[src/rtl/ram_port_arbiter.sv]
// ram_port_arbiter: shares one data RAM port between the CPU and the loader.
// Master 0 has priority; master 1 is guaranteed a grant after a bounded wait.
module ram_port_arbiter #(
  parameter int ADDR_WIDTH   = 15,
  parameter int DATA_WIDTH   = 32,
  parameter int READ_LATENCY = 1,
  parameter int STARVE_LIMIT = 4
) (
  input  logic                  clk,
  input  logic                  reset,
  input  logic                  m0_req,
  input  logic                  m0_we,
  input  logic [ADDR_WIDTH-1:0] m0_addr,
  input  logic [DATA_WIDTH-1:0] m0_wdata,
  output logic                  m0_ack,
  output logic [DATA_WIDTH-1:0] m0_rdata,
  input  logic                  m1_req,
  input  logic                  m1_we,
  input  logic [ADDR_WIDTH-1:0] m1_addr,
  input  logic [DATA_WIDTH-1:0] m1_wdata,
  output logic                  m1_ack,
  output logic [DATA_WIDTH-1:0] m1_rdata,
  output logic [ADDR_WIDTH-1:0] ram_addr,
  output logic [DATA_WIDTH-1:0] ram_wdata,
  output logic                  ram_wren,
  input  logic [DATA_WIDTH-1:0] ram_rdata,
  output logic                  busy,
  output logic                  grant_id
);

  localparam int SW = $clog2(STARVE_LIMIT + 1);
  localparam logic [SW-1:0] S_MAX = SW'(STARVE_LIMIT);
  localparam logic [2:0] RL = 3'(READ_LATENCY);

  typedef enum logic [1:0] {
    S_IDLE,
    S_ISSUE,
    S_WAIT,
    S_ACK
  } state_t;

  state_t                state_q;
  logic                  we_q;
  logic [2:0]            wait_q;
  logic [SW-1:0]         starve_q;
  logic [SW-1:0]         starve_d;
  logic [ADDR_WIDTH-1:0] ram_addr_q;
  logic [DATA_WIDTH-1:0] ram_wdata_q;
  logic                  ram_wren_q;
  logic                  gid_q;
  logic                  m0_ack_q;
  logic                  m1_ack_q;
  logic [DATA_WIDTH-1:0] m0_rdata_q;
  logic [DATA_WIDTH-1:0] m1_rdata_q;

  logic                  any_req;
  logic                  pick_m1;
  logic                  win_we;
  logic [ADDR_WIDTH-1:0] win_addr;
  logic [DATA_WIDTH-1:0] win_wdata;

  // Winner selection and starvation counter update for an IDLE cycle
  always_comb begin
    any_req   = m0_req | m1_req;
    pick_m1   = m1_req & (~m0_req | (starve_q == S_MAX));
    win_we    = pick_m1 ? m1_we    : m0_we;
    win_addr  = pick_m1 ? m1_addr  : m0_addr;
    win_wdata = pick_m1 ? m1_wdata : m0_wdata;
    starve_d  = starve_q;
    if (pick_m1 || !m1_req) begin
      starve_d = '0;
    end else if (starve_q != S_MAX) begin
      starve_d = starve_q + 1'b1;
    end
  end

  // Transaction FSM with registered RAM-side and master-side outputs
  always_ff @(posedge clk) begin
    if (reset) begin
      state_q     <= S_IDLE;
      we_q        <= 1'b0;
      wait_q      <= '0;
      starve_q    <= '0;
      ram_addr_q  <= '0;
      ram_wdata_q <= '0;
      ram_wren_q  <= 1'b0;
      gid_q       <= 1'b0;
      m0_ack_q    <= 1'b0;
      m1_ack_q    <= 1'b0;
      m0_rdata_q  <= '0;
      m1_rdata_q  <= '0;
    end else begin
      m0_ack_q <= 1'b0;
      m1_ack_q <= 1'b0;
      unique case (state_q)
        S_IDLE: begin
          ram_wren_q <= 1'b0;
          starve_q   <= starve_d;
          if (any_req) begin
            ram_addr_q  <= win_addr;
            ram_wdata_q <= win_wdata;
            we_q        <= win_we;
            ram_wren_q  <= win_we;
            gid_q       <= pick_m1;
            state_q     <= S_ISSUE;
          end
        end
        S_ISSUE: begin
          ram_wren_q <= 1'b0;
          if (we_q) begin
            m0_ack_q <= ~gid_q;
            m1_ack_q <= gid_q;
            state_q  <= S_ACK;
          end else begin
            wait_q  <= RL;
            state_q <= S_WAIT;
          end
        end
        S_WAIT: begin
          if (wait_q == 3'd1) begin
            if (gid_q) begin
              m1_rdata_q <= ram_rdata;
            end else begin
              m0_rdata_q <= ram_rdata;
            end
            m0_ack_q <= ~gid_q;
            m1_ack_q <= gid_q;
            state_q  <= S_ACK;
          end else begin
            wait_q <= wait_q - 3'd1;
          end
        end
        S_ACK: begin
          state_q <= S_IDLE;
        end
        default: begin
          state_q <= S_IDLE;
        end
      endcase
    end
  end

  assign ram_addr  = ram_addr_q;
  assign ram_wdata = ram_wdata_q;
  assign ram_wren  = ram_wren_q;
  assign m0_ack    = m0_ack_q;
  assign m1_ack    = m1_ack_q;
  assign m0_rdata  = m0_rdata_q;
  assign m1_rdata  = m1_rdata_q;
  assign grant_id  = gid_q;
  assign busy      = (state_q != S_IDLE);

endmodule

[config.mk]
export PLATFORM = sky130hd
export DESIGN_NAME = ram_port_arbiter
export DESIGN_NICKNAME = d
export VERILOG_FILES = /design/src/rtl/ram_port_arbiter.sv
export SDC_FILE = /design/constraint.sdc
export NUM_CORES = 1
export LEC_CHECK = 0
export BUFFER_PORTS_ARGS = -buffer_cell sky130_fd_sc_hd__buf_4
export CORE_MARGIN = 10
export CORE_UTILIZATION = 45
export CTS_CLUSTER_SIZE = 28
export DETAILED_ROUTE_END_ITERATION = 6
export PLACE_DENSITY_LB_ADDON = 0.3
export SLEW_MARGIN = 30
export SYNTH_ARGS = -nofsm -noshare
export SYNTH_HDL_FRONTEND = slang
export SYNTH_SLANG_ARGS = --single-unit
export TNS_END_PERCENT = 30
[constraint.sdc]
create_clock -name clk -period 4.25 [get_ports clk]
set_input_delay 0.6375 -clock clk [delete_from_list [all_inputs] [get_ports clk]]
set_output_delay 0.6375 -clock clk [all_outputs]
set_load 0.01 [all_outputs]
# --- After elaboration in Yosys (flattened, before gate mapping) ---
# Cells that the tools add are included.
# Widths: inputs -> output; s select.
word_totals:
  output_inout_bits: 116
  word_cells: 62
  inputBits: 132
  register_bits: 124
op_classes:
  n_eq_ne: 10
  n_addsub: 2
  reduce_logical: 13
  mux: 20
  bitwise_logic: 5
ops:
  columns: ["operator", "count"]
  rows:
  - ["$mux 32", 1]
  - ["$mux 15", 1]
  - ["$mux 3", 4]
  - ["$reduce_and 3->1", 3]
  - ["$ne 2x2->1 const B", 4]
  - ["$pmux 2 s4", 1]
  - ["$reduce_bool 2->1", 4]
  - ["$mux 1", 7]
  - ["$pmux 1 s2", 3]
  - ["$pmux 3 s2", 1]
  - ["$reduce_and 2->1", 3]
  - ["$eq 2x2->1 const B", 2]
  - ["$mux 2", 2]
  - ["$add 3x1->3 const B", 1]
  - ["$eq 3x1->1 const B", 1]
  - ["$eq 3x3->1 const B", 1]
  - ["$ne 3x3->1 const B", 1]
  - ["$sub 3x1->3 const B", 1]
  - ["$eq 2x1->1 const B", 1]
  - ["$logic_not 2->1", 1]
  - ["$not 1->1", 2]
  - ["$or 1x1->1", 2]
  - ["$and 1x1->1", 1]
  - ["$logic_not 1->1", 1]
  - ["$logic_or 1x1->1", 1]

# --- Depth between registers and ports, before layout ---
depth:
  ltp_word: 6
  depth_mapped: 9
  mapped_depth_nobuf: 6

# --- Least setup slack after synthesis ---
# Ideal clock, no wire load.
synth_timing:
  path_type: "input port to flip-flop"
  start: "in reset"
  end: "reg ram_addr_q[3] (netlist: ram_addr[3])"
  t_required_ns: 4.104
  path_slack_ns: 2.582
  arrival_time_ns: 1.522
  path_buffers: 3
  setup_time_ns: 0.146
  cell_stages: 4
  path_cell_list: "clkbuf_1 -> clkbuf_1 -> clkbuf_1 -> a311oi_1"
synth_lines:
  columns: ["item", "line_no", "rtl"]
  rows:
  - ["start, declared", "10", "input logic reset,"]
  - ["end signal, assigned", "100", "ram_addr_q <= win_addr;"]
  - ["end, declared", "47", "logic [ADDR_WIDTH-1:0] ram_addr_q;"]
# No word-level cell between the ends.

# --- Final worst setup path ---
layout_timing:
  start: "reg state_q[0]"
  end: "reg ram_addr_q[10] (netlist: ram_addr[10])"
layout_between:
  elab_chain_len: 2
layout_lines:
  columns: ["item", "line_no", "rtl"]
  rows:
  - ["start, declared", "42", "state_t state_q;"]
  - ["start signal, assigned", "80", "state_q <= S_IDLE;"]
  - ["start signal, assigned", "105", "state_q <= S_ISSUE;"]
  - ["start signal, assigned", "113", "state_q <= S_ACK;"]
  - ["$logic_not 2->1", "95", "unique case (state_q)"]
  - ["$reduce_and 2->1 (no line)", null, null]
# No other way between the ends.
# A chain may end at the register's enable or synchronous reset.

==> impl_metrics.env <==
export IMPL_grt_pass1_vias=5275
export IMPL_yosys_most_used_dff="dfxtp_1"
export IMPL_timing_rr_end="ram_addr[10]$_SDFFE_PP0P_"
export IMPL_tns_ns=0
export IMPL_dr_pass1_iters=5
export IMPL_clkLatencyLatePin_ns=0.51
export IMPL_synthArstFlopShare_pct=0
export IMPL_port_buffers=247
export IMPL_drc=0
export IMPL_power_share_clock_pct=32.3
export IMPL_ctsHtreeMaxLevel=4
export IMPL_p_leak_nw=3.25
export IMPL_cap_violations=0
export IMPL_cts_buffers=17
export IMPL_io_pins=248
export IMPL_setup_viol=0
export IMPL_post_cts_buffers=0
export IMPL_clock_sinks=124
export IMPL_switching_share_pct=32.2
export IMPL_routed_wl_um=17200
export IMPL_reg2reg_depth=6
export IMPL_ys_types=34
export IMPL_die_y_um=125
export IMPL_outcome="completed"
export IMPL_core_um2=10900
export IMPL_num_fill_cells=877
export IMPL_ys_warnings_count=0
export IMPL_path_clk_slew_ns=0.06
export IMPL_avgSynthCellArea_um2=7.98
export IMPL_ir_drop_v=0.000378
export IMPL_min_period_over_period_pct=55.8
export IMPL_hold_path_depth=3
export IMPL_crit_path_start="state_q[0]$_SDFFE_PP0P_"
export IMPL_synth_seq_area_share_pct=49.6
export IMPL_arrival_ns=2.78
export IMPL_routed_via_count=5127
export IMPL_hold_ws_ns=0.388
export IMPL_skew_ns=0.00758
export IMPL_grt_max_degree=89
export IMPL_hpwl_um=12800
export IMPL_die_w_um=125
export IMPL_worstPathRequired_ns=4.66
export IMPL_hp_class="in -> reg"
export IMPL_cts_repair_resized=0
export IMPL_placedCellCount=971
export IMPL_tightest_slew_ns=0.950
export IMPL_dpl_cell_area_um2=6840
export IMPL_syn_area_um2=5010
export IMPL_fmax_mhz=422
export IMPL_ys_seq_elements=124
export IMPL_syn_inst=627
export IMPL_dieArea_um2=15700
export IMPL_synth_net_count=766
export IMPL_min_to="m0_rdata[15]$_SDFFE_PP0P_"
export IMPL_gp_congestion=0.788
export IMPL_multi_input_area_um2=2240
export IMPL_rsz0062_at_grt="no"
export IMPL_wire_per_inst_um=17.2
export IMPL_final_hold_viol_count=0
export IMPL_ant_nets=0
export IMPL_pwr_share_comb_pct=31.9
export IMPL_grtUsageTotal_pct=20.4
export IMPL_min_period_ns=2.37
export IMPL_pwr_share_seq_pct=35.8
export IMPL_seq_area_um2=2480
export IMPL_rr_startpoint="state_q[0]$_SDFFE_PP0P_"
export IMPL_r2r_setup_slack_ns=1.88
export IMPL_path_class="reg -> reg"
export IMPL_fin_cells=1000
export IMPL_rows=38
export IMPL_power_density_nw_per_um2=571
export IMPL_clk_root_buffer_cell="clkbuf_8"
export IMPL_grt_overflow=0
export IMPL_area_growth_synth_to_final_pct=48.0
export IMPL_end_kind="flop"
export IMPL_fin_area_um2=7410
export IMPL_drive_above_1_share_pct=34.5
export IMPL_start_kind="flop"
export IMPL_drtIter0Drc=378
export IMPL_postCtsHoldBufs=0
export IMPL_start_util_pct=46.0
export IMPL_p_switching_mw=1.36
export IMPL_crit_fanout=58
export IMPL_cts_tree="done"
export IMPL_slew_headroom_pct=36.7
export IMPL_routed_via_density=5.13
export IMPL_fin_nets=989
export IMPL_synth_edff_count=0
export IMPL_antenna_found_initial=0
export IMPL_utilization_pct=68.1
export IMPL_antennaDiodeCount=0
export IMPL_p_int_mw=2.87
export IMPL_ctsLongestPathBuffers=2
export IMPL_grt_pass1_wl_um=26600
export IMPL_drv_slew=0
export IMPL_min_from="ram_rdata[15]"
-- metrics by stage --
step | setup WS (ns) | power, mW
final | 1.88 | 4.23
after global routing | 1.71 | 4.47
after CTS | 1.57 | 4.26
after detailed placement | 1.62 | 2.88
after global placement | 1.77 | 2.82
after floorplan | 2.58 | 2.31
-- placed cells by master (no fill, tap or decap), drive strengths merged --
cell type,netlist,routed
a211oi,1,1
a21bo,1,1
a21oi,68,68
a221oi,1,1
a22oi,1,1
a311oi,48,48
a31o,1,1
a31oi,1,1
and2,2,2
and3,1,1
and3b,1,1
buf,33,254
bufinv,0,2
clkbuf,17,22
clkinv,0,3
clkinvlp,0,2
dfxtp,124,124
ha,7,7
inv,9,9
mux2i,2,2
nand2,230,230
nand2b,3,3
nand3,3,3
nand4b,1,1
nor2,58,58
nor2b,2,2
nor3,1,1
nor4b,1,1
nor4bb,1,1
o21a,1,1
o21ai,6,6
xnor2,1,1
xor2,1,1
-- layer usage --
metal | global-route usage (%) | share of wire [%] | vias to the layer above
met5 | 0 | 0 | -
met3 | 9.97 | 11 | 17
li1 | - | - | 2540
met4 | 6.84 | 1.2 | 0
met1 | 21.0 | 38 | 2369
met2 | 35.5 | 50 | 201
-- cell type report --
type,instances,share of cell area [%]
Timing Repair Buffer,254,25.8
Tap cell,140,2.36
Inverter,9,0.456
Clock inverter,7,1.22
Sequential cell,124,33.5
Multi-Input combinational cell,444,30.2
Clock buffer,22,6.38
-- critical path: stages (launching register included) --
cell	delay, ns
dfxtp_1	0.34
inv_1	0.10
ha_1	0.42
o21a_4	0.59
buf_4	0.41
nor2_1	0.11
a311oi_2	0.27
-- cells by family after synthesis --
kind of cell               count (synthesis)  synth area share (%)
xor gates and xnor gates                   2                 0.350
adders and majority gates                  7                  1.75
and+or+nand+nor                          304                  23.8
AOI/OAI and AO/OA                        129                  18.0
DFF                                      124                  49.6
buffers and inverters                     59                  6.05
muxes                                      2                 0.400
-- power by group through the flow --
stage               Sequential, mW  Clock, mW  Combinational (mW)
CTS                           1.52       1.39                1.36
global route                  1.54       1.44                1.49
detailed placement            1.54          0                1.35
global placement              1.53          0                1.29
finish                        1.52       1.37                1.35
floorplan                     1.60          0               0.713
-- sequential cells by signal, summed over array words and instances, names as in the netlist --
name	count
grant_id	1
m0_ack	1
m0_rdata	32
m1_ack	1
m1_rdata	32
ram_addr	15
ram_wdata	32
ram_wren	1
starve_q	3
state_q	2
wait_q	3
we_q	1
-- how the worst max path moves through the flow --
stage,to
finish,ram_addr[10]$_SDFFE_PP0P_
CTS,ram_addr[10]$_SDFFE_PP0P_
global route,ram_addr[10]$_SDFFE_PP0P_
global placement,ram_addr[8]$_SDFFE_PP0P_
detailed placement,ram_addr[6]$_SDFFE_PP0P_
floorplan,ram_addr[3]$_SDFFE_PP0P_
-- cell usage after synthesis, types with 2 or more instances --
library cell,count,area (µm²)
and2_1,2,12.5
a21oi_1,68,340
mux2i_1,2,20.0
nand3_1,3,15.0
nor2b_1,2,12.5
ha_1,7,87.6
a311oi_1,39,342
o21ai_0,6,30.0
nand2b_1,3,18.8
a311oi_2,9,135
nor2_1,58,218
inv_1,9,33.8
dfxtp_1,124,2480
buf_2,20,100
nand2_1,230,863
clkbuf_1,17,63.8
buf_1,2,7.51
buf_4,7,52.6
buf_6,4,45.0
Power figures use the tool's default switching activity.
